File: config.mk
export PLATFORM = sky130hd
export DESIGN_NAME = sha_wbuf
export DESIGN_NICKNAME = d
export VERILOG_FILES = /design/src/rtl/sha_pkg.sv /design/src/rtl/sha_wbuf.sv
export SDC_FILE = /design/constraint.sdc
export NUM_CORES = 1
export LEC_CHECK = 0
export ABC_AREA = 1
export CAP_MARGIN = 10
export CORE_UTILIZATION = 40
export DETAILED_ROUTE_END_ITERATION = 6
export PLACE_DENSITY = 0.69
export SLEW_MARGIN = 5
export SYNTH_ARGS = -nofsm -noshare
export SYNTH_HDL_FRONTEND = slang
export SYNTH_SLANG_ARGS = --single-unit
File: constraint.sdc
create_clock -name CLK -period 37.6 [get_ports CLK]
set_input_delay 5.64 -clock CLK [delete_from_list [all_inputs] [get_ports CLK]]
set_output_delay 5.64 -clock CLK [all_outputs]
set_load 0.03 [all_outputs]
File: src/rtl/sha_pkg.sv
// rtl/sha_pkg.sv - shared SHA-256 schedule buffer types and default sizes
package sha_pkg;

  // SHA-256 message schedule defaults
  localparam int WORD_W       = 32;
  localparam int SCHED_DEPTH  = 16;
  localparam int SCHED_SHIFTS = 48;

  // Word buffer control states
  typedef enum logic [1:0] {
    ST_IDLE = 2'd0,
    ST_FILL = 2'd1,
    ST_RUN  = 2'd2
  } wbuf_state_t;

endpackage : sha_pkg

File: src/rtl/sha_wbuf.sv
// rtl/sha_wbuf.sv - SHA message word shift bank; optional macro SHA_WBUF_CLR_EN zeroes the bank on start
module sha_wbuf
  import sha_pkg::*;
#(
  parameter int WIDTH  = WORD_W,
  parameter int DEPTH  = SCHED_DEPTH,
  parameter int SHIFTS = SCHED_SHIFTS
) (
  input  logic                         CLK,
  input  logic                         RST,
  input  logic                         start,
  input  logic                         wr_valid,
  input  logic [WIDTH-1:0]             wr_data,
  output logic                         wr_ready,
  input  logic                         shift_en,
  input  logic [WIDTH-1:0]             sched_in,
  output logic [DEPTH*WIDTH-1:0]       data_o,
  output logic [$clog2(DEPTH+1)-1:0]   count,
  output logic                         full,
  output logic                         done
);

  localparam int CW = $clog2(DEPTH + 1);
  localparam int SW = $clog2(SHIFTS + 1);

`ifdef SHA_WBUF_CLR_EN
  localparam bit CLR_ON_START = 1'b1;
`else
  localparam bit CLR_ON_START = 1'b0;
`endif

  wbuf_state_t      state;
  logic [SW-1:0]    shift_cnt;
  logic [WIDTH-1:0] entry [DEPTH];

  logic             fill_acc;
  logic             run_acc;
  logic             shift_acc;
  logic [WIDTH-1:0] shift_src;

  // start wins over any simultaneous word or shift request
  assign fill_acc  = (state == ST_FILL) && wr_valid && !start;
  assign run_acc   = (state == ST_RUN) && shift_en && !start;
  assign shift_acc = fill_acc || run_acc;
  assign shift_src = (state == ST_RUN) ? sched_in : wr_data;

  assign wr_ready = (state == ST_FILL);

  // Control FSM: state, word count, shift count and registered status flags
  always_ff @(posedge CLK or posedge RST) begin
    if (RST) begin
      state     <= ST_IDLE;
      count     <= '0;
      shift_cnt <= '0;
      full      <= 1'b0;
      done      <= 1'b0;
    end else begin
      done <= 1'b0;
      if (start) begin
        state     <= ST_FILL;
        count     <= '0;
        shift_cnt <= '0;
        full      <= 1'b0;
      end else begin
        case (state)
          ST_FILL: begin
            if (wr_valid) begin
              count <= count + CW'(1);
              if (count == CW'(DEPTH - 1)) begin
                state <= ST_RUN;
                full  <= 1'b1;
              end
            end
          end
          ST_RUN: begin
            if (shift_en) begin
              shift_cnt <= shift_cnt + SW'(1);
              if (shift_cnt == SW'(SHIFTS - 1)) begin
                state <= ST_IDLE;
                full  <= 1'b0;
                done  <= 1'b1;
              end
            end
          end
          default: begin
            state <= ST_IDLE;
          end
        endcase
      end
    end
  end

  // Bank: one register per entry, each takes its younger neighbour on a shift
  for (genvar i = 0; i < DEPTH; i++) begin : g_bank
    if (i == DEPTH - 1) begin : g_tail
      // Tail entry loads the new word from the active shift source
      always_ff @(posedge CLK or posedge RST) begin
        if (RST) begin
          entry[i] <= '0;
        end else if (start && CLR_ON_START) begin
          entry[i] <= '0;
        end else if (shift_acc) begin
          entry[i] <= shift_src;
        end
      end
    end else begin : g_body
      // Body entry moves one step toward the oldest position
      always_ff @(posedge CLK or posedge RST) begin
        if (RST) begin
          entry[i] <= '0;
        end else if (start && CLR_ON_START) begin
          entry[i] <= '0;
        end else if (shift_acc) begin
          entry[i] <= entry[i+1];
        end
      end
    end
    assign data_o[i*WIDTH +: WIDTH] = entry[i];
  end

endmodule : sha_wbuf

==> results.ini, run 1 <==
[flow_run]
drv_cap = 0

[grt]
antenna_found_initial = 0
grt_max_degree = 251
grt_pass1_vias = 17700
overflow = 0
grt_pass1_wl_um = 107000
grt_use_total_pct = 25.5

[place]
routabilityCongestion = 0.931
placedInstanceArea_mm2 = 0.0273
dp_hpwl_um = 47400
post-place-cells = 3494
portBuffers = 588

[clock_network]
cts_hold_buf = 0
tritoncts = built
cts_repair_resize_count = 0
cts_buffers = 56
cts_htree_levels = 2
clock_tree.root_cell = clkbuf_16
clkLatencyLatePin_ns = 0.61
clockBufferDepth = 3
clkSinkCount = 527
path_clk_slew_ns = 0.06
post_cts_buffers = 0

[finish]
layout_commonest_cell = nand2_1
syn_to_final_growth_pct = 37.3
drive_gt1_share_pct = 4.95
final_area_mm2 = 0.0292
diodes = 0
final_cell_mix = nand2_1, clkdlybuf4s50_1, dfrtp_1, nand3_1, clkbuf_16
fin_cells = 3599
nNetsFinal = 2936

[floorplanning]
coreArea_mm2 = 0.0526
row_count = 84
num_io_pins = 589
fp.dieH_um = 233
start_util_pct = 40.5
fp.dieArea_mm2 = 0.0541
die_w_um = 233

[route]
drt_wl_total_um = 70700
wire_per_inst_um = 19.6
via_per_inst = 5.12
drtIter0Drc = 1545
vias = 18400
drc_errors = 0
ant_nets = 0
drt-pass1-iter-count = 6

[worst_setup_path]
r2r_end = data_o[30]
cp_max_fo = 134
crit_required_ns = 38.18
endpoint_kind = async pin
crit_path_start_kind = primary input
arrival_ns = 9.58
r2r-start = state[0]
worst_r2r_path_depth = 8
worstSetupPathType = primary input to async pin
r2r_slack_ns = 33.51

[synth]
synth_nets = 2445
synth.avg_cell_area_um2 = 8.97
synth_area_mm2 = 0.0213
synth_top_cell_area_share_pct = 61.9
yosysWarnings = 0
synth_seq_area_share_pct = 61.9
synthFlopType = dfrtp_1
yosysTopAreaCell = dfrtp_1
ys_ff_latch = 527
async_flop_share_pct = 100
synth-edff-count = 0
ys_top_cells_by_area = dfrtp_1, nand2_1, nand3_1
synth.distinct_cells = 24
syn_inst = 2373

[sta]
fmax_mhz = 111
worstMarginPinSlew_ns = 1.18
period_share_pct = 23.9
hold_violations = 0
finalSetupTns_ns = 0
finalSetupViolations = 0
slew_headroom_pct = 21.1
fin_crit_ns = 9.00
rsz0062_at_grt = false
skew_ns = 0.0144
drv_slew = 0

[min_path]
holdPathEnd = data_o[231]
hold_depth = 2
min_path_type = flop to flop
hp-start = data_o[263]

[pwr]
p_per_area_mw_per_mm2 = 99.8
max-vdd-ir-drop_v = 0.0000504
p_leak_uw = 0.0145

[status]
status = completed

==> per-layer routing <==
| metal | routed length [µm] | GRT usage (%) |
|---|---|---|
| met3 | 6720 | 8.54 |
| met2 | 33500 | 40.4 |
| met5 | 0 | 0 |
| met1 | 27300 | 31.6 |
| met4 | 3170 | 11.4 |
==> area by class of cell <==
class	instances	area (µm²)
Fill cell	4668	23300
Sequential cell	527	13200
Multi-Input combinational cell	1635	7030
Timing Repair Buffer	602	6030
Clock buffer	87	1710
Tap cell	688	861
Clock inverter	18	259
Inverter	42	165
==> power breakdown <==
part	total [µW]	internal (µW)	switching [µW]	leakage, µW
sequential	1030	798	230	0.00693
clock	584	353	231	0.000962
combinational	1310	510	796	0.00657
total	2920	1660	1260	0.0145
==> state kept, by name (all words and copies together), names as in the netlist <==
name / count
state: 2
done: 1
shift_cnt: 6
full: 1
count: 5
data_o: 512
==> how the worst max path moves through the flow <==
stage	cells after the start	end	slack (ns)	startpoint
2_1_floorplan	1	count[0]	17.23	RST
3_3_place_gp	5	data_o[0]	27.86	RST
3_5_place_dp	5	data_o[0]	27.75	RST
4_1_cts	5	data_o[261]	28.42	RST
5_1_grt	5	data_o[229]	27.97	RST
6_report	5	data_o[286]	28.60	RST
==> cells by family after synthesis <==
family | count (synthesis) | synth area share, %
compound gates | 70 | 2.13
xor+xnor | 3 | 0.123
fa+ha+maj | 3 | 0.176
buf+inv | 211 | 5.20
flops | 527 | 61.9
simple gates | 1559 | 30.4
==> stage by stage <==
step	total power [µW]	utilization (%)	hold slack [ns]	setup WS, ns
2_1_floorplan	1680	-	0.485	17.23
3_3_place_gp	2330	51.9	0.458	27.86
3_5_place_dp	2340	51.9	0.479	27.75
4_1_cts	2940	55.6	0.496	28.42
5_1_grt	3050	55.6	0.512	27.97
6_report	2920	55.6	0.490	28.60
==> synth_stat cells, drive strengths merged, types with 2 or more instances <==
cell,number
o21ai,36
a21oi,32
xnor2,2
nand2,1048
nor3,5
nor2,42
clkbuf,7
o22ai,2
ha,3
buf,162
dfrtp,527
nand3,462
inv,42
==> worst max-delay path, stage by stage <==
cell and delay [ns]:
clkdlybuf4s50_1 0.49, inv_8 0.65, buf_4 0.83, buf_4 0.87, buf_4 0.91
Power figures use the tool's default switching activity.
==> inputs of run 2 (changes only) <==
- PLACE_DENSITY: 0.69 -> 0.71
- clock period: 37.6 -> 8.2 ns (I/O delays scaled with it)
==> run 2 against run 1 <==
Combinational power grew to 4.5 times the previous value. Sequential share of layout area is 0.15 points higher. Flip-flop and latch count unchanged. Cell area shrank 0.34%. Via count is essentially flat. Critical path depth increased by 2. Power grew to 4.5 times the previous value. Setup slack worse by 25 ns. Clock skew fell by 0.0024 ns.
==> results.ini, run 2 (synthesized netlist as in run 1, its figures left out) <==
[sta]
rsz0062_at_grt = false
fmax_mhz = 235
drv_slew = 0  ; unchanged
slew_headroom_pct = 14.3  ; -6.8 points
fin_crit_ns = 4.25
finalSetupViolations = 0  ; unchanged
hold_violations = 0  ; unchanged
timing.hold.ws_ns = 0.494  ; +0.00469 ns
finalSetupTns_ns = 0  ; unchanged
period_share_pct = 51.8
worstMarginPinSlew_ns = 1.29  ; +0.102 ns
skew_ns = 0.0120  ; -0.00239 ns

[pwr]
netSwitchingFraction_pct = 43.4  ; +0.31 points
comb_power_share_pct = 45.0  ; +0.2 points
p_per_area_mw_per_mm2 = 454  ; +350%
p_total_uw = 13200  ; +350%
p_leak_uw = 0.0144  ; -0.35%
clkPwrFrac_pct = 19.2  ; -0.8 points
max-vdd-ir-drop_v = 0.000246  ; +390%
switching_power_uw = 5740  ; +360%
internal_power_uw = 7490  ; +350%
pwr-share-seq_pct = 35.8  ; +0.6 points

[min_path]
hold_depth = 2  ; unchanged
min_path_type = flop to flop

[worst_setup_path]
crit_path_start_kind = primary input
arrival_ns = 4.78  ; -4.80 ns
cp-endpoint = data_o[307]
cpLargestDelayFamily = simple AND/OR/NAND/NOR gates
r2r_slack_ns = 4.06  ; -29.45 ns
startpoint = start
slowest_stage = buf_4
r2r-start = state[0]
r2r_end = data_o[307]
worstSetupPathType = primary input to flop
crit_required_ns = 8.73  ; -29.45 ns
worst_r2r_path_depth = 8  ; unchanged
worstPathCellList = clkdlybuf4s50_1 > nor2_4 > nand2_8 > nand2_8 > buf_4 > nor2_1 > a21oi_2
cp_max_fo = 126  ; -6.0%
path_buf_inv = 2  ; -3
endpoint_kind = flop
cp.depth = 7  ; +2
cpMostUsedCell = nand2_8
critical_path.max_stage_delay_ns = 0.97  ; +0.06 ns

[place]
routabilityCongestion = 0.954  ; +2.4%
placedInstanceArea_mm2 = 0.0273  ; +0.11%
portBuffers = 588  ; unchanged
post-place-cells = 3495  ; +0.029%
dp_hpwl_um = 46900  ; -1.0%

[route]
via_per_inst = 5.12  ; about the same
wire_per_inst_um = 19.5  ; -0.53%
drt-pass1-iter-count = 7  ; +1
ant_nets = 0  ; unchanged
vias = 18400  ; -0.054%
drtIter0Drc = 1933  ; +25%
drt_wl_total_um = 70300  ; -0.64%
drc_errors = 0  ; unchanged

[floorplanning]
coreArea_mm2 = 0.0526  ; unchanged
fp.dieH_um = 233  ; unchanged
fp.dieArea_mm2 = 0.0541  ; unchanged
num_io_pins = 589  ; unchanged
start_util_pct = 40.5  ; unchanged
row_count = 84  ; unchanged
die_w_um = 233  ; unchanged

[clock_network]
tritoncts = built
path_clk_slew_ns = 0.06  ; about the same
clock_tree.root_cell = clkbuf_16
cts_hold_buf = 0  ; unchanged
cts_buffers = 56  ; unchanged
cts_htree_levels = 2  ; unchanged
cts_repair_resize_count = 0  ; unchanged
clkSinkCount = 527  ; unchanged
clockBufferDepth = 3  ; unchanged
post_cts_buffers = 0  ; unchanged
clkLatencyLatePin_ns = 0.60  ; about the same

[finish]
fill_cells = 4684  ; +0.34%
seq_area_mm2 = 0.0132  ; unchanged
final_cell_mix = nand2_1, clkdlybuf4s50_1, dfrtp_1, nand3_1, clkbuf_16
multiInputGateArea_mm2 = 0.00703  ; unchanged
syn_to_final_growth_pct = 36.9
drive_gt1_share_pct = 4.89  ; -0.060 points
largest_reg_flops = 512  ; unchanged
final_area_mm2 = 0.0291  ; -0.34%
nNetsFinal = 2937  ; +0.034%
layout_commonest_cell = nand2_1
fin_cells = 3595  ; -0.11%

[grt]
grt_use_total_pct = 25.6  ; +0.076 points
grt_pass1_wl_um = 107000  ; +0.20%
overflow = 0  ; unchanged
grt_pass1_vias = 17700  ; -0.27%
grt_max_degree = 243  ; -3.2%
antenna_found_initial = 1  ; +1

[status]
status = completed

[flow_run]
drv_cap = 0  ; unchanged

## run 2: changes by cell type in the layout (fill, tap and decap cells not counted)
cell	before	now
clkinv_4	0	1
bufinv_16	6	4
clkbuf_1	13	10
clkbuf_8	17	10
clkinvlp_4	3	5
inv_8	1	0
diode_2	0	1
clkinv_2	6	10
buf_12	3	5
buf_4	11	10
## run 2: worst reg2reg max path, delay by kind of cell (launching register included)
| kind | cells | cell delay, ns |
|---|---|---|
| compound gates | 1 | 0.15 |
| flops | 1 | 0.42 |
| simple gates | 5 | 2.40 |
| buf+inv | 2 | 1.10 |
## run 2: final cells by class
type / count / share of cell area [%]
clock buffers: 77 / 5.50
flip-flops and latches: 527 / 45.3
diodes: 1 / 0.00859
multi-input cells: 1635 / 24.1
clock inverters: 22 / 0.807
well taps: 688 / 2.95
repair buffers: 603 / 20.8
inverters: 42 / 0.554
## run 2: how the worst min path moves through the flow
stage,end,slack [ns],startpoint
floorplan,shift_cnt[5],0.48,shift_cnt[5]
global placement,full,0.46,full
detailed placement,full,0.47,full
CTS,full,0.49,full
global route,data_o[137],0.51,data_o[169]
finish,data_o[276],0.49,data_o[308]
## run 2: layer usage
| layer | up-vias | GRT usage, % | wire (µm) |
|---|---|---|---|
| met5 | - | 0 | 0 |
| met4 | 0 | 10.9 | 2740 |
| met3 | 126 | 8.17 | 6600 |
| met2 | 779 | 40.3 | 33500 |
| met1 | 8944 | 32.3 | 27500 |
| li1 | 8575 | - | - |
## run 2: power by group through the flow
stage          Sequential (µW)  Combinational, µW  Clock (µW)
3_5_place_dp              4750               5950           0
3_3_place_gp              4720               5920           0
5_1_grt                   4860               6300        2700
4_1_cts                   4740               5980        2580
6_report                  4730               5950        2540
2_1_floorplan             6530               1160           0
## run 2: through the flow
step                      util [%]  worst slack (ns)
after floorplan                  -            -0.192
after global placement        51.9              3.60
after detailed placement      51.9              3.47
after CTS                     55.4              4.11
after global routing          55.4              3.74
final                         55.4              3.95
==> inputs of run 3 (changes only) <==
- PLACE_DENSITY: 0.71 -> 0.69
- clock period: 8.2 -> 4.1 ns (I/O delays scaled with it)
==> run 3 against run 2 <==
Non-clock buffer count up 23. Combinational power up 100%. Via count increased by 0.58%. Critical path depth is 3 lower. Count of clock-buffer cells in the layout increased by 3. Sequential share of layout area down 0.59 points. Clock power is 100% higher. Register-to-register slack got worse by 2.3 ns. Largest power group unchanged. First-iteration DRC count shrank 20%.
==> results.ini, run 3 (synthesized netlist as in run 1, its figures left out) <==
[status]
status = completed

[route]
vias = 18500  ; +0.58%
drt_wl_total_um = 70500  ; +0.36%
via_per_inst = 5.12  ; -0.12%
ant_nets = 0  ; unchanged
wire_per_inst_um = 19.5  ; -0.33%
drc_errors = 0  ; unchanged
drt-pass1-iter-count = 5  ; -2
drtIter0Drc = 1540  ; -20%

[finish]
nNetsFinal = 2959  ; +0.75%
final_cell_mix = nand2_1, clkdlybuf4s50_1, dfrtp_1, nand3_1, clkbuf_16
fin_util_pct = 56.2  ; +0.73 points
fill_cells = 4640  ; -0.94%
largest_reg_flops = 512  ; unchanged
layout_commonest_cell = nand2_1
final_area_mm2 = 0.0295  ; +1.3%
drive_gt1_share_pct = 5.73  ; +0.84 points
diodes = 0  ; -1
syn_to_final_growth_pct = 38.7

[min_path]
min_path_type = primary input to async pin

[sta]
finalSetupViolations = 0  ; unchanged
fin_crit_ns = 2.62
setup_ws_ns = 1.48  ; -2.47 ns
slew_headroom_pct = 21.9  ; +7.6 points
worstMarginPinSlew_ns = 1.17  ; -0.114 ns
fmax_mhz = 382
rsz0062_at_grt = false
period_share_pct = 63.8
hold_violations = 0  ; unchanged
timing.hold.ws_ns = 0.450  ; -0.0446 ns
skew_ns = 0.0212  ; +0.00919 ns
drv_slew = 0  ; unchanged

[grt]
grt_pass1_wl_um = 107000  ; +0.59%
grt_max_degree = 187  ; -23%
antenna_found_initial = 0  ; -1
overflow = 0  ; unchanged
grt_use_total_pct = 25.7  ; +0.15 points
grt_pass1_vias = 17900  ; +1.1%

[worst_setup_path]
endpoint_kind = output pin
worst_r2r_path_depth = 8  ; unchanged
critical_path.max_stage_delay_ns = 0.68  ; -0.29 ns
r2r-start = state[0]
r2r_end = data_o[115]
worstPathCellList = inv_2 > nand2_1 > inv_1 > clkdlybuf4s50_1
crit_required_ns = 3.48  ; -5.25 ns
r2r_slack_ns = 1.79  ; -2.27 ns
cp_max_fo = 3  ; -98%
crit_path_start_kind = flop
startpoint = state[1]
slowest_stage = clkdlybuf4s50_1
worstSetupPathType = flop to output pin
arrival_ns = 2.00  ; -2.78 ns
cp-endpoint = wr_ready

[floorplanning]
die_w_um = 233  ; unchanged
coreArea_mm2 = 0.0526  ; unchanged
num_io_pins = 589  ; unchanged
fp.dieArea_mm2 = 0.0541  ; unchanged
fp.dieH_um = 233  ; unchanged
start_util_pct = 40.5  ; unchanged
row_count = 84  ; unchanged

[place]
place_ws_ns = 0.924  ; -2.55 ns
routabilityCongestion = 0.967  ; +1.4%
placedInstanceArea_mm2 = 0.0276  ; +1.2%
portBuffers = 588  ; unchanged
dp_hpwl_um = 48800  ; +4.0%

[clock_network]
clkSinkCount = 527  ; unchanged
cts_hold_buf = 0  ; unchanged
clock_tree.root_cell = clkbuf_16
clkLatencyLatePin_ns = 0.61  ; about the same
tritoncts = built
cts_repair_resize_count = 0  ; unchanged
cts_buffers = 55  ; -1.8%
post_cts_buffers = 0  ; unchanged
path_clk_slew_ns = 0.06  ; about the same
cts_htree_levels = 2  ; unchanged
clockBufferDepth = 3  ; unchanged

[pwr]
p_leak_uw = 0.0146  ; +1.3%
p_per_area_mw_per_mm2 = 902  ; +99%
max-vdd-ir-drop_v = 0.000376  ; +53%

[flow_run]
drv_cap = 0  ; unchanged

run 3: worst min-delay path by stage:
| stage | to | slack, ns |
|---|---|---|
| 2_1_floorplan | shift_cnt[5] | 0.48 |
| 3_3_place_gp | data_o[447] | 0.48 |
| 3_5_place_dp | data_o[35] | 0.48 |
| 4_1_cts | data_o[401] | 0.44 |
| 5_1_grt | data_o[401] | 0.47 |
| 6_report | data_o[431] | 0.45 |
run 3: stage by stage:
step,power (µW),setup TNS [ns],cells
final,26600,0,3620
after global routing,27900,0,3620
after CTS,26800,0,3620
after detailed placement,21500,0,3518
after global placement,21400,0,3518
after floorplan,15400,-1937.85,2373
run 3: critical path: cells and delay by family (launching register included):
family,cells,cell delay [ns]
flip-flops,1,0.41
buffers and inverters,3,0.88
AND/OR/NAND/NOR,1,0.11
run 3: report_power, final:
group	leakage (µW)	internal [µW]	switching (µW)
registers	0.00693	7310	2170
logic	0.00674	4720	7240
clock network	0.000927	3090	2110
total	0.0146	15100	11500
run 3: area by class of cell:
class / instances / area (µm²) / area share [%]
Tap cell: 688 / 861 / 2.92
Multi-Input combinational cell: 1635 / 7030 / 23.8
Clock buffer: 80 / 1640 / 5.57
Sequential cell: 527 / 13200 / 44.7
Clock inverter: 22 / 255 / 0.865
Timing Repair Buffer: 626 / 6380 / 21.6
Inverter: 42 / 161 / 0.547
run 3: routing by layer:
layer / track usage (%) / vias up / part of all wire [%]
li1: - / 8628 / -
met4: 10.0 / 0 / 4.0
met1: 32.3 / 8996 / 39
met2: 41.6 / 775 / 48
met5: 0 / - / 0
met3: 7.75 / 131 / 9.0
